[src/rtl/warp_fetch_scheduler.sv]
// Per-warp fetch scheduler: launches warps, round-robin issues one READY warp's PC to the
// instruction cache, and re-arms or retires warps from decoder feedback.
module warp_fetch_scheduler #(
    parameter int PcWidth   = 32,
    parameter int NumWarps  = 8,
    parameter int WarpWidth = 32,
    parameter int WidWidth  = NumWarps > 1 ? $clog2(NumWarps) : 1
) (
    input  logic                 clk_i,
    input  logic                 rst_ni,
    input  logic                 start_valid_i,
    output logic                 start_ready_o,
    input  logic [PcWidth-1:0]   start_pc_i,
    input  logic [WarpWidth-1:0] start_act_mask_i,
    output logic [WidWidth-1:0]  start_wid_o,
    output logic                 fe_valid_o,
    input  logic                 ic_ready_i,
    output logic [PcWidth-1:0]   fe_pc_o,
    output logic [WarpWidth-1:0] fe_act_mask_o,
    output logic [WidWidth-1:0]  fe_warp_id_o,
    input  logic                 dec_decoded_i,
    input  logic                 dec_stop_warp_i,
    input  logic [WidWidth-1:0]  dec_decoded_warp_id_i,
    input  logic [PcWidth-1:0]   dec_decoded_next_pc_i,
    output logic                 all_idle_o
);

    typedef enum logic [1:0] {
        W_IDLE  = 2'd0,
        W_READY = 2'd1,
        W_WAIT  = 2'd2
    } warp_state_e;

    warp_state_e          state_q [NumWarps];
    logic [PcWidth-1:0]   pc_q    [NumWarps];
    logic [WarpWidth-1:0] mask_q  [NumWarps];
    logic [WidWidth-1:0]  rr_q;
    logic [WidWidth-1:0]  lock_wid_q;
    logic                 lock_q;

    logic                 any_idle;
    logic                 all_idle;
    logic [WidWidth-1:0]  idle_wid;
    logic                 any_ready;
    logic [WidWidth-1:0]  grant_wid;
    logic [WidWidth-1:0]  sel_wid;
    logic                 handshake;
    logic                 dec_hit;
    logic                 launch;
    int                   scan_idx;

    // Descending scan leaves the lowest-index IDLE warp as the launch slot.
    always_comb begin
        any_idle = 1'b0;
        all_idle = 1'b1;
        idle_wid = '0;
        for (int i = NumWarps - 1; i >= 0; i--) begin
            if (state_q[i] == W_IDLE) begin
                any_idle = 1'b1;
                idle_wid = WidWidth'(i);
            end else begin
                all_idle = 1'b0;
            end
        end
    end

    always_comb begin
        any_ready = 1'b0;
        grant_wid = '0;
        scan_idx  = 0;
        for (int i = 0; i < NumWarps; i++) begin
            scan_idx = (int'(rr_q) + i) % NumWarps;
            if (!any_ready && state_q[WidWidth'(scan_idx)] == W_READY) begin
                any_ready = 1'b1;
                grant_wid = WidWidth'(scan_idx);
            end
        end
    end

    // A stalled offer stays pinned to its warp so the cache sees a stable request.
    assign sel_wid       = lock_q ? lock_wid_q : grant_wid;
    assign fe_valid_o    = any_ready | lock_q;
    assign fe_pc_o       = pc_q[sel_wid];
    assign fe_act_mask_o = mask_q[sel_wid];
    assign fe_warp_id_o  = sel_wid;
    assign handshake     = fe_valid_o & ic_ready_i;

    assign start_ready_o = any_idle;
    assign start_wid_o   = idle_wid;
    assign all_idle_o    = all_idle;
    assign launch        = start_valid_i & any_idle;

    assign dec_hit = dec_decoded_i
                  && (int'(dec_decoded_warp_id_i) < NumWarps)
                  && (state_q[dec_decoded_warp_id_i] == W_WAIT);

    // Handshake, decode and launch always hit warps in different states, so they never collide.
    always_ff @(posedge clk_i or negedge rst_ni) begin
        if (!rst_ni) begin
            for (int i = 0; i < NumWarps; i++) begin
                state_q[i] <= W_IDLE;
                pc_q[i]    <= '0;
                mask_q[i]  <= '0;
            end
            rr_q       <= '0;
            lock_q     <= 1'b0;
            lock_wid_q <= '0;
        end else begin
            if (handshake) begin
                state_q[sel_wid] <= W_WAIT;
                rr_q   <= (sel_wid == WidWidth'(NumWarps - 1)) ? '0 : sel_wid + 1'b1;
                lock_q <= 1'b0;
            end else if (fe_valid_o) begin
                lock_q     <= 1'b1;
                lock_wid_q <= sel_wid;
            end
            if (dec_hit) begin
                if (dec_stop_warp_i) begin
                    state_q[dec_decoded_warp_id_i] <= W_IDLE;
                    mask_q[dec_decoded_warp_id_i]  <= '0;
                end else begin
                    state_q[dec_decoded_warp_id_i] <= W_READY;
                    pc_q[dec_decoded_warp_id_i]    <= dec_decoded_next_pc_i;
                end
            end
            if (launch) begin
                state_q[idle_wid] <= W_READY;
                pc_q[idle_wid]    <= start_pc_i;
                mask_q[idle_wid]  <= start_act_mask_i;
            end
        end
    end

`ifndef SYNTHESIS
    a_num_warps: assert property (@(posedge clk_i) NumWarps >= 1);

    a_fe_stable: assert property (@(posedge clk_i) disable iff (!rst_ni)
        (fe_valid_o && !ic_ready_i) |=> (fe_valid_o && $stable(fe_pc_o)
            && $stable(fe_act_mask_o) && $stable(fe_warp_id_o)));

    a_dec_in_wait: assert property (@(posedge clk_i) disable iff (!rst_ni)
        dec_decoded_i |-> dec_hit);
`endif

endmodule

[config.mk]
export PLATFORM = sky130hd
export DESIGN_NAME = warp_fetch_scheduler
export DESIGN_NICKNAME = d
export VERILOG_FILES = /design/src/rtl/warp_fetch_scheduler.sv
export SDC_FILE = /design/constraint.sdc
export NUM_CORES = 1
export LEC_CHECK = 0
export ABC_CLOCK_PERIOD_IN_PS = 5400
export BUFFER_PORTS_ARGS = -buffer_cell sky130_fd_sc_hd__buf_2
export CAP_MARGIN = 10
export CORE_MARGIN = 2
export CORE_UTILIZATION = 40
export CTS_CLUSTER_SIZE = 30
export DETAILED_ROUTE_END_ITERATION = 16
export PLACE_DENSITY = 0.54
export SLEW_MARGIN = 40
export SYNTH_ARGS = -nofsm -noshare
export SYNTH_HDL_FRONTEND = slang
export SYNTH_SLANG_ARGS = --single-unit
[constraint.sdc]
create_clock -name clk_i -period 5.4 [get_ports clk_i]
set_input_delay 0.54 -clock clk_i [delete_from_list [all_inputs] [get_ports clk_i]]
set_output_delay 0.54 -clock clk_i [all_outputs]
set_load 0.02 [all_outputs]
==> results.json <==
{
  "wl_um": 90600,
  "grt_pass1_wl_um": 137000,
  "overflow": 0,
  "drive_gt1_share_pct": 26.4,
  "setup_ws_ps": 150,
  "critPathArrivalTime_ps": 4710,
  "min_path_cells": 2,
  "cts_buffers": 60,
  "final.setup.tns_ps": 0,
  "max_slew.worst_pin.slew_ps": 853,
  "fillers": 6250,
  "crit_fanout": 36,
  "crit_type": "reg2out",
  "r2r_cells": 15,
  "cp_num_cells": 16,
  "clock-root-buffer": "clkbuf_16",
  "antenna_found_initial": 20,
  "fin_crit_sh_pct": 97.2,
  "slew_viol_final": 0,
  "preCtsSetupSlack_ps": 262,
  "synth.most_common_cell": "dfrtp_1",
  "cp.required_ps": 4860,
  "finClkSkew_ps": 28.8,
  "syn2layout_area_growth_pct": 15.6,
  "postSynthRegisterBits": 535,
  "critPathLaunchType": "flop",
  "vias": 20900,
  "synth.top_cell.area_share_pct": 47.9,
  "grt_max_degree": 150,
  "layout.cells.non_filler": 3531,
  "die_w_um": 268,
  "post-place-cells": 3402,
  "hpwl_um": 52700,
  "yosys-top-cells-count": "dfrtp_1 (535), mux2i_1 (357), a22o_1 (256)",
  "syn-cell-area_um2": 27900,
  "fin_nets": 2656,
  "worstSetupEndpointType": "primary output",
  "drv_cap": 0,
  "numPortBuffers": 177,
  "clk_latency_ps": 640,
  "initial_core_util_pct": 40.6,
  "ys.flop_type": "dfrtp_1",
  "synth_edf_count": 0,
  "regArea_um2": 13400,
  "crit_slowest_cell": "dfrtp_1",
  "syn_area_per_cell_um2": 11.1,
  "clk_pin_slew_ps": 60,
  "status": "completed",
  "wire_per_inst_um": 25.7,
  "cts_tree": "built",
  "ys_seq_area_share_pct": 47.9,
  "synth.area.top_cells": "dfrtp_1 (48%), mux2i_1 (13%), a22o_1 (8.0%)",
  "multi_input_area_um2": 13600,
  "synth_nets": 2625,
  "die_h_um": 268,
  "async_reset_ff_share_pct": 100,
  "antenna_left": 0,
  "cp_num_buf_inv": 5,
  "drt_iter0_markers": 1731,
  "holdCritPathClass": "in2reg",
  "relSlewSlack_pct": 43.2,
  "rsz0062_at_grt": "false",
  "grt_usage_pct": 25.1,
  "dieArea_um2": 72000,
  "clk_path_buf_depth": 3,
  "cp_top_family": "simple AND/OR/NAND/NOR gates",
  "gp_congestion": 0.822,
  "synthCells": 2517,
  "final_hold_viol_count": 0,
  "crit_chain": "inv_1 > ha_4 > and4b_1 > nor4_4 > mux2i_2 > buf_4 > nand2b_2 > nor4b_4 > a311oi_1 > o21a_2 > inv_12 > buf_16 > mux2_2 > o22ai_2 > a221oi_4 > buf_2",
  "row_count": 96,
  "max_stage_delay_ps": 370,
  "first_pass_iters": 6,
  "yosys.area.top_type": "dfrtp_1",
  "clkSinkCount": 535,
  "drc": 0,
  "grt_pass1_vias": 21300,
  "setup_viol": 0,
  "htreeDepth": 2,
  "max_freq_mhz": 190,
  "ios": 178,
  "drt-vias-per-instance": 5.92,
  "coreArea_um2": 68800,
  "fin_util_pct": 46.9,
  "finalCriticalPeriod_ps": 5250,
  "yosysWarningCount": 0,
  "synth_cell_types": 77
}
-- state kept, by name, indices dropped and copies added, names as in the netlist --
name,cells
lock_wid_q,3
pc_q,256
mask_q,256
state_q,16
rr_q,3
lock_q,1
-- timing repair --
| action | in CTS | in global routing |
|---|---|---|
| hold buffers | 1 | 0 |
| pin swaps | 3 | 5 |
| resized for setup | 24 | 23 |
| cloned | 4 | 1 |
| buffers inserted | 2 | 4 |
| setup endpoints to repair | 64 | 64 |
| hold endpoints to repair | 41 | 0 |
-- worst paths after layout --
| check | from | endpoint | slack, ps |
|---|---|---|---|
| max | rr_q[1] | fe_pc_o[3] | 150 |
| min | ic_ready_i | lock_q | 190 |
| max reg2reg | rr_q[1] | state_q[4] | 1580 |
| min reg2reg | mask_q[141] | mask_q[141] | 500 |
| max in group asynchronous | rst_ni | mask_q[75] | 3760 |
| min in group asynchronous | rst_ni | state_q[11] | 440 |
-- cells in the final DEF (no fill, tap or decap), types with 12 or more instances in the layout --
master,n
nor2b_1,13
buf_2,175
mux2i_1,356
nand2_1,245
mux2_2,131
nor2_1,96
clkbuf_16,61
buf_4,52
inv_1,13
o22ai_2,60
dfrtp_1,534
a22o_1,256
buf_16,12
o22ai_1,39
a221oi_2,60
clkbuf_8,12
clkbuf_1,14
o21ai_0,237
-- cell type report --
class / count / area share [%]
diodes: 6 / 0.0465
inverters: 17 / 0.252
flip-flops and latches: 535 / 41.5
well taps: 931 / 3.61
repair buffers: 266 / 6.40
clock buffers: 86 / 5.32
clock inverters: 22 / 0.887
multi-input cells: 1668 / 42.0
-- cell families (layout without fill, tap and decap cells) --
logic type | count (synthesis) | count (layout) | share of synthesized area (%)
xor+xnor | 3 | 3 | 0.0940
flops | 535 | 535 | 47.9
simple gates | 450 | 451 | 7.37
mux | 498 | 498 | 18.8
compound gates | 713 | 713 | 20.7
other cells | 0 | 6 | 0
buf+inv | 315 | 391 | 5.04
fa+ha+maj | 3 | 3 | 0.134
-- worst register-to-register path, stage by stage, from the launching register on --
cell      delay, ps
dfrtp_1         370
inv_1           130
ha_4            280
and4b_1         270
nor4_4          340
mux2i_2         150
buf_4           190
nand2b_2        220
nor4b_4         330
a311oi_1        100
o21a_2          300
inv_12          230
buf_6           280
nand2_1         130
nor3_1          270
o21ai_0         120
-- per-stage QoR --
stage | hold WS, ps | area, um^2
6_report | 192 | 32300
4_1_cts | 167 | 32000
5_1_grt | 198 | 32300
3_5_place_dp | 476 | 29700
3_3_place_gp | 474 | 29600
2_1_floorplan | 244 | 27900
-- routing by layer --
metal | share of wire (%) | wire length, um | track usage (%) | vias to the layer above
li1 | - | - | - | 9308
met1 | 44 | 40000 | 34.2 | 10700
met2 | 47 | 42700 | 40.6 | 678
met3 | 6.1 | 5530 | 4.73 | 170
met4 | 2.4 | 2210 | 7.35 | 30
met5 | 0.19 | 173 | 0 | -
Power is left out: the tool's default activity adds up to more than one toggle a clock period on the data nets, which glitch-free logic cannot reach.
